<file path="config.mk">
export PLATFORM = sky130hd
export DESIGN_NAME = alu_seq
export DESIGN_NICKNAME = d
export VERILOG_FILES = /design/src/rtl/alu_seq.sv
export SDC_FILE = /design/constraint.sdc
export NUM_CORES = 2
export LEC_CHECK = 0
export ABC_AREA = 1
export BUFFER_PORTS_ARGS = -buffer_cell sky130_fd_sc_hd__buf_2
export CELL_PAD_IN_SITES_DETAIL_PLACEMENT = 1
export CELL_PAD_IN_SITES_GLOBAL_PLACEMENT = 2
export CORE_MARGIN = 2
export CORE_UTILIZATION = 35
export DETAILED_ROUTE_END_ITERATION = 8
export PLACE_DENSITY_LB_ADDON = 0.1
export SLEW_MARGIN = 20
export SYNTH_ARGS = -nofsm -noshare
export SYNTH_HDL_FRONTEND = slang
export SYNTH_SLANG_ARGS = --single-unit
</file>
<file path="constraint.sdc">
create_clock -name clk -period 9.55 [get_ports clk]
set_clock_uncertainty 0.1 [all_clocks]
set_input_delay 0.955 -clock clk [delete_from_list [all_inputs] [get_ports clk]]
set_output_delay 0.955 -clock clk [all_outputs]
set_load 0.01 [all_outputs]
</file>
<file path="src/rtl/alu_seq.sv">
// alu_seq: registered, valid/ready handshaked ALU for the execute stage.
// Single-cycle ops (AND/OR/ADD/SUB/PASS-B/LSL/LSR/undefined) register their
// result on the accepting edge; MUL runs an N-iteration shift-add loop.
// At most one operation is in flight; the result is held until consumed.
//
// Ports:
//   clk         clock, all state updates on the rising edge
//   reset       synchronous active-low reset
//   in_valid    operation request          in_ready   block can accept
//   a, b        operands (shift amount is b[SW-1:0])
//   ALUControl  4-bit opcode
//   out_valid   result and flags valid     out_ready  consumer takes result
//   result      registered result
//   zero, negative, carry, overflow   NZCV flags for result
module alu_seq #(
  parameter int unsigned N = 64
) (
  input  logic         clk,
  input  logic         reset,
  input  logic         in_valid,
  output logic         in_ready,
  input  logic [N-1:0] a,
  input  logic [N-1:0] b,
  input  logic [3:0]   ALUControl,
  output logic         out_valid,
  input  logic         out_ready,
  output logic [N-1:0] result,
  output logic         zero,
  output logic         negative,
  output logic         carry,
  output logic         overflow
);

  localparam int unsigned SW = $clog2(N);

  localparam logic [1:0] StIdle = 2'd0;
  localparam logic [1:0] StMul  = 2'd1;
  localparam logic [1:0] StHold = 2'd2;

  localparam logic [3:0] OpAnd  = 4'b0000;
  localparam logic [3:0] OpOr   = 4'b0001;
  localparam logic [3:0] OpAdd  = 4'b0010;
  localparam logic [3:0] OpSub  = 4'b0110;
  localparam logic [3:0] OpPass = 4'b0111;
  localparam logic [3:0] OpMul  = 4'b1000;
  localparam logic [3:0] OpLsl  = 4'b1001;
  localparam logic [3:0] OpLsr  = 4'b1010;

  localparam logic [SW-1:0] CntLast = SW'(N - 1);

  logic [1:0]    state_q, state_d;
  logic [N-1:0]  result_q, result_d;
  logic          zero_q, zero_d;
  logic          negative_q, negative_d;
  logic          carry_q, carry_d;
  logic          overflow_q, overflow_d;
  logic [N-1:0]  mcand_q, mcand_d;
  logic [N-1:0]  mplier_q, mplier_d;
  logic [N-1:0]  acc_q, acc_d;
  logic [SW-1:0] cnt_q, cnt_d;

  // Single-cycle datapath, evaluated on the current (unregistered) inputs.
  logic          is_sub;
  logic [N-1:0]  b_eff;
  logic [N:0]    sum;
  logic [SW-1:0] shamt;
  logic [N-1:0]  alu_res;
  logic          alu_c;
  logic          alu_v;
  logic [N-1:0]  acc_step;

  always_comb begin
    is_sub = (ALUControl == OpSub);
    // SUB is a + ~b + 1, so carry reads as NOT borrow.
    b_eff  = is_sub ? ~b : b;
    sum    = {1'b0, a} + {1'b0, b_eff} + {{N{1'b0}}, is_sub};
    shamt  = b[SW-1:0];
    alu_c  = 1'b0;
    alu_v  = 1'b0;
    case (ALUControl)
      OpAnd:  alu_res = a & b;
      OpOr:   alu_res = a | b;
      OpAdd, OpSub: begin
        alu_res = sum[N-1:0];
        alu_c   = sum[N];
        alu_v   = (a[N-1] == b_eff[N-1]) && (sum[N-1] != a[N-1]);
      end
      OpPass: alu_res = b;
      OpLsl:  alu_res = a << shamt;
      OpLsr:  alu_res = a >> shamt;
      default: alu_res = {N{1'b1}};
    endcase
  end

  assign acc_step = mplier_q[0] ? (acc_q + mcand_q) : acc_q;

  always_comb begin
    state_d    = state_q;
    result_d   = result_q;
    zero_d     = zero_q;
    negative_d = negative_q;
    carry_d    = carry_q;
    overflow_d = overflow_q;
    mcand_d    = mcand_q;
    mplier_d   = mplier_q;
    acc_d      = acc_q;
    cnt_d      = cnt_q;
    case (state_q)
      StIdle: begin
        if (in_valid) begin
          if (ALUControl == OpMul) begin
            mcand_d  = a;
            mplier_d = b;
            acc_d    = '0;
            cnt_d    = '0;
            state_d  = StMul;
          end else begin
            result_d   = alu_res;
            zero_d     = (alu_res == '0);
            negative_d = alu_res[N-1];
            carry_d    = alu_c;
            overflow_d = alu_v;
            state_d    = StHold;
          end
        end
      end
      StMul: begin
        acc_d    = acc_step;
        mcand_d  = mcand_q << 1;
        mplier_d = mplier_q >> 1;
        cnt_d    = cnt_q + 1'b1;
        // Fixed N iterations; no early exit when the multiplier runs out.
        if (cnt_q == CntLast) begin
          result_d   = acc_step;
          zero_d     = (acc_step == '0);
          negative_d = acc_step[N-1];
          carry_d    = 1'b0;
          overflow_d = 1'b0;
          state_d    = StHold;
        end
      end
      StHold: begin
        if (out_ready) begin
          state_d = StIdle;
        end
      end
      default: state_d = StIdle;
    endcase
  end

  always_ff @(posedge clk) begin
    if (!reset) begin
      state_q    <= StIdle;
      result_q   <= '0;
      zero_q     <= 1'b1;
      negative_q <= 1'b0;
      carry_q    <= 1'b0;
      overflow_q <= 1'b0;
      mcand_q    <= '0;
      mplier_q   <= '0;
      acc_q      <= '0;
      cnt_q      <= '0;
    end else begin
      state_q    <= state_d;
      result_q   <= result_d;
      zero_q     <= zero_d;
      negative_q <= negative_d;
      carry_q    <= carry_d;
      overflow_q <= overflow_d;
      mcand_q    <= mcand_d;
      mplier_q   <= mplier_d;
      acc_q      <= acc_d;
      cnt_q      <= cnt_d;
    end
  end

  assign in_ready  = (state_q == StIdle);
  assign out_valid = (state_q == StHold);
  assign result    = result_q;
  assign zero      = zero_q;
  assign negative  = negative_q;
  assign carry     = carry_q;
  assign overflow  = overflow_q;

endmodule

</file>
After elaboration in Yosys (flattened, before gate mapping). Index checks and enable logic that the tools add are counted.

Memory bits (read-only): 0. Output and inout port bits: 70. Input port bits: 136. Register bits: 268. Bits in latches: 0. Memories kept: 0. Memory bits (writable): 0.

Reduce and logical (&&, ||, !) cells: 10. Multipliers: 0. Div/mod/pow operators: 0. Add/subtract/negate cells: 4. Shift operators: 2. Multiplexer cells: 41. Magnitude comparators: 0. Equal/unequal tests: 17. Bitwise operators: 3.

Operator list (number): 64-bit two-way mux (11); 64-bit case mux with 2 select lines (4); 64-bit case mux with 6 select lines (1); 64-bit logical NOT (2); 64-bit by 64-bit adder with 65-bit output (1); 65-bit by 1-bit adder with 65-bit output (1); 64-bit adder (1); 64-bit bitwise AND (1); 64-bit inverter (1); 64-bit OR (1); 64-bit by 6-bit << shifter with 64-bit output (1); 64-bit by 6-bit right shift with 64-bit output (1); 1-bit two-way mux (13); 4-bit == test (second input constant) (3); 6-bit two-way mux (2); 6-bit case mux with 2 select lines (1); 4-bit by 3-bit == test with 1-bit output (second input constant) (2); 2-bit two-way mux (4); 1-bit case mux with 2 select lines (4); 6-bit by 1-bit adder with 6-bit output (second input constant) (1); 6-bit == test (second input constant) (1); 2-bit inequality test (second input constant) (3); 2-bit case mux with 3 select lines (1); 3-bit AND reduction (2); other kinds (13) (14).

Longest topological paths before layout.
Depth in word-level cells: 10. Depth in mapped cells: 31.

Worst setup path before layout. No wires, ideal clock.

Kind: in2reg. From: input ALUControl[2]. To: register zero_q, in the netlist zero. Path buffers: 1. Setup time: 59 ps. Arrival: 3830 ps. Setup slack: 5561 ps. Cell stages on the path: 24. Cell sequence: inv_1 > nor2_2 > nand2_1 > clkbuf_1 > xnor2_1 > ha_1 > nand2_1 > inv_1 > a21oi_1 > nand2_1 > nand3_1 > nand3_1 > nand3_1 > nand2_1 > or2_2 > nand3_1 > nand2_1 > nor2_1 > nand3b_1 > nor2_1 > nand3_1 > nand2_1 > nand2_1 > nand2_1.

Longest elaborated chain between the ends: 9. Elaborated cells between the ends (all ways): 19. Those cells by class: add/sub (2); eq/ne (8); mux (5); reduce/logical (4).

Ends and longest elaborated chain: start, declared (RTL line 24) `input logic [3:0] ALUControl,`; 4-bit by 3-bit == test with 1-bit output (RTL line 73, 80); 64-bit two-way mux (RTL line 75) `b_eff = is_sub ? ~b : b;`; 64-bit by 64-bit adder with 65-bit output (RTL line 76) `sum = {1'b0, a} + {1'b0, b_eff} + {{N{1'b0}}, is_sub};`; 65-bit by 1-bit adder with 65-bit output (RTL line 76); 64-bit case mux with 6 select lines (RTL line 80) `case (ALUControl)`; 64-bit logical NOT (RTL line 119) `zero_d = (alu_res == '0);`; 1-bit two-way mux (RTL line 111) `if (ALUControl == OpMul) begin`; 1-bit two-way mux (RTL line 110) `if (in_valid) begin`; 1-bit case mux with 2 select lines (RTL line 108) `case (state_q)`; end signal, assigned (RTL line 166) `zero_q <= zero_d;`; end, declared (RTL line 53) `logic zero_q, zero_d;`.

Parallel ways exist; a longest one is shown, timed or not. The select of a mux whose other input is x is not followed. A chain may end at the register's enable or synchronous reset.

Worst setup path in the final report. Ends and elaborated chain as after synthesis.

==> reports/metrics.csv <==
metric,value,unit
crit path cell chain,buf_2 -> inv_1 -> nor2_2 -> nand2_4 -> buf_4 -> xor2_1 -> ha_1 -> a21oi_1 -> o21ai_0 -> o21ai_0 -> nand3_1 -> nand2_1 -> nand3_1 -> nand3_1 -> nand2_1 -> inv_1 -> nand3_1 -> nor2_1 -> nand3_1 -> nor2_1 -> nand3_1 -> nand2_1 -> nand2_1 -> nand2_1,
DRT Wirelength,207000,um
fin. max-slew vios,0,
root buf cell,clkbuf_16,
port buffer count,205,
post-route clock period utilization,58.5,%
simple logic cell fraction of the synthesized area,45.3,%
"Reg clk slew, reported paths",0.06,ns
Routed Antenna Nets,0,
clock latency on the worst-skew pair,0.61,ns
dpl cells,7020,
DIE HEIGHT,307,um
Finished Core Util,38.3,%
Sw Share,43.6,%
CP endpoint,zero,
P_leak,15.9,nW
post-synthesis sequential area ratio,16.6,%
Post-synth EDFFs,0,
end of the worst register-to-register path,result[40],
pre-CTS setup slack,3.54,ns
Critical Path AT,6.01,ns
RSZ-0062 raised after global routing,no,
P&R area growth vs syn,8.92,%
compound-cell area share of the yosys netlist,20.2,%
largest cells by area after synthesis,"nand2_1 (21%), dfxtp_1 (17%), nand3_1 (15%)",
layout cells sized above 1,6.80,%
synthesized cell area,0.0322,sq mm
sequential share of power,28.4,%
post-CTS resize count,0,
largest family of logic cells by synthesized area,simple AND/OR/NAND/NOR gates,
min cycle time layout,5.59,ns
Cell variety after synth,46,
XOR/XNOR Fraction of Synth Area,2.23,%
WP buf/inv,4,
r2r setup slk,5.16,ns
CP required,9.97,ns
hpwl dp,165000,um
TritonCTS buffer count,36,
"Largest stage delay, worst path",0.71,ns
global placement routability congestion,1.05,
synthesized instance count,5892,
Slew @ Worst Pin,1.16,ns
Worst Setup End Kind,register,
largest net degree at the start of global routing,190,
Reg-to-Reg Start,state_q[1],
Synth top area share,20.6,%
clk sink count,267,
die area,0.0943,sq mm
Via Count,43000,
dominant cell type by area after synthesis,nand2_1,
width of the die,307,um
"Avg Cell Area, Syn",5.46,sq um
CP Depth,24,
Top Family by Delay on Critical Path,simple AND/OR/NAND/NOR gates,
postcts setup bufs,0,
Fill cells,12800,
CTS tree,built,
setup violators final,0,
initial DRC count,4371,
"Async S/R FF share, synth",0,%
drt first pass iters,6,
Final Hold Viols,0,
setup ws final,3.96,ns
Crit-path slowest cell,buf_4,
Synth Warn #,0,
initial antenna violation count,15,
Min-Delay Path Class,register to register,
Slew headroom,22.2,%
Vias/cell,6.07,
Psw,0.00190,W
most frequent cell on the critical path,nand3_1,
logic gate share of total power,38.7,%
Initial Utilization,35.2,%
Clk pwr share,32.9,%
CP Max Fanout,52,
routed length per placed instance,29.1,um
maximum VDD drop,0.126,mV
total track usage,42.5,%
Synth Area in Adders,5.77,%
Final Instance Count excl. Fillers,7091,
total power,0.00435,W
I/O pin total,206,
first-pass GRT wire length,293000,um
CTS H-tree lvls,2,
synthesized flop and latch total,267,
Synth Flop Type,dfxtp_1,
Cell Rows,111,
# DRC,0,
Internal Pwr Total,0.00246,W
setup TNS,0,ns
worst reg-to-reg path cell count,11,
vias in the first global route,41500,
Post-Syn Nets,6175,
Fmax achieved,179,MHz
max cap viols,0,
Worst Setup Start Kind,input pin,
"Hold-fix buffers, CTS",0,
GRT overflow,0,
CP Launch Point,ALUControl[2],
multiplexer share of the synthesized area,0.0623,%
pwr/cell area,124,mW/mm^2
Core ar.,0.0914,sq mm
Crit Path Class,input pin to register,
Nets,6155,
maximum clock path buffer count,3,
outcome,"complete, no violations",
worst min-delay path, cell delays in order (launching register included):
cell and delay [ns]:
dfxtp_1 0.30, nand2_1 0.06, a31oi_1 0.07
flip-flops by register name, indices dropped and copies added, names as in the netlist:
register and cells:
zero 1, mplier_q 64, acc_q 64, result 64, mcand_q 64, carry 1
overflow 1, state_q 2, cnt_q 6
routing by layer:
metal,vias up,share of wire (%),track usage [%]
li1,19800,-,-
met4,10,7.7,28.1
met2,1946,42,64.5
met5,-,0.034,0
met3,532,8.9,9.43
met1,20700,41,53.9
cell usage after synthesis, types with 6 or more instances:
cell type / n
buf_6: 7
inv_1: 475
a21o_1: 9
or2_2: 65
ha_1: 145
xnor2_1: 32
inv_2: 8
dfxtp_1: 267
o21a_1: 23
o21ai_1: 17
o221ai_1: 8
o21bai_1: 21
xor2_1: 50
clkbuf_1: 188
buf_2: 65
nand3_1: 962
nand2_1: 1764
nand4_1: 66
buf_1: 45
a21oi_1: 416
nor3_1: 29
nand3b_1: 25
a21boi_0: 14
o211ai_1: 43
a211oi_1: 15
a31oi_1: 178
and2_1: 8
nand2_2: 6
nor2_1: 487
o21ai_0: 413
cell families after synthesis:
group,after synthesis
AOI/OAI and AO/OA,1175
xor gates and xnor gates,82
adders and majority gates,147
buffers and inverters,796
DFF,267
muxes,2
and+or+nand+nor,3423
worst min path at each step:
| stage | cells after the start | start | slack [ns] | endpoint |
|---|---|---|---|---|
| final | 2 | mplier_q[27] | 0.38 | mplier_q[26] |
| after global routing | 2 | mplier_q[9] | 0.40 | mplier_q[8] |
| after CTS | 2 | mplier_q[27] | 0.38 | mplier_q[26] |
| after detailed placement | 2 | mplier_q[22] | 0.37 | mplier_q[21] |
| after global placement | 2 | mplier_q[63] | 0.35 | mplier_q[63] |
| after floorplan | 2 | mplier_q[63] | 0.35 | mplier_q[63] |
final cells by class:
type | count | area, sq um | area share, %
diodes | 9 | 22.5 | 0.0643
clock buffers | 43 | 947 | 2.70
clock inverters | 19 | 251 | 0.718
inverters | 487 | 1840 | 5.26
multi-input cells | 4829 | 23700 | 67.8
flip-flops and latches | 267 | 5350 | 15.3
well taps | 1186 | 1480 | 4.24
repair buffers | 251 | 1400 | 3.99
power groups by stage:
stage | Clock, W | Sequential, W | Combinational [W]
floorplan | 0 | 0.00125 | 0.000916
global placement | 0 | 0.00126 | 0.00160
detailed placement | 0 | 0.00126 | 0.00161
CTS | 0.00146 | 0.00123 | 0.00161
global route | 0.00150 | 0.00124 | 0.00178
finish | 0.00143 | 0.00124 | 0.00168
per-stage QoR:
| stage | hold slack (ns) | cell area (sq um) |
|---|---|---|
| 4_1_cts | 0.384 | 35000 |
| 2_1_floorplan | 0.345 | 32200 |
| 6_report | 0.383 | 35000 |
| 5_1_grt | 0.399 | 35000 |
| 3_5_place_dp | 0.374 | 33800 |
| 3_3_place_gp | 0.355 | 33800 |
layout by cell type, fill, tap and decap left out, types with 65 or more instances in the layout:
cell type	netlist	routed
nor2_1	487	483
or2_2	65	65
a31oi_1	178	178
a21oi_1	416	416
ha_1	145	145
o21ai_0	413	413
inv_1	475	473
nand4_1	66	66
nand2_1	1764	1763
dfxtp_1	267	266
buf_2	65	200
nand3_1	962	962
Note: power is estimated with default switching activity, not from simulation.
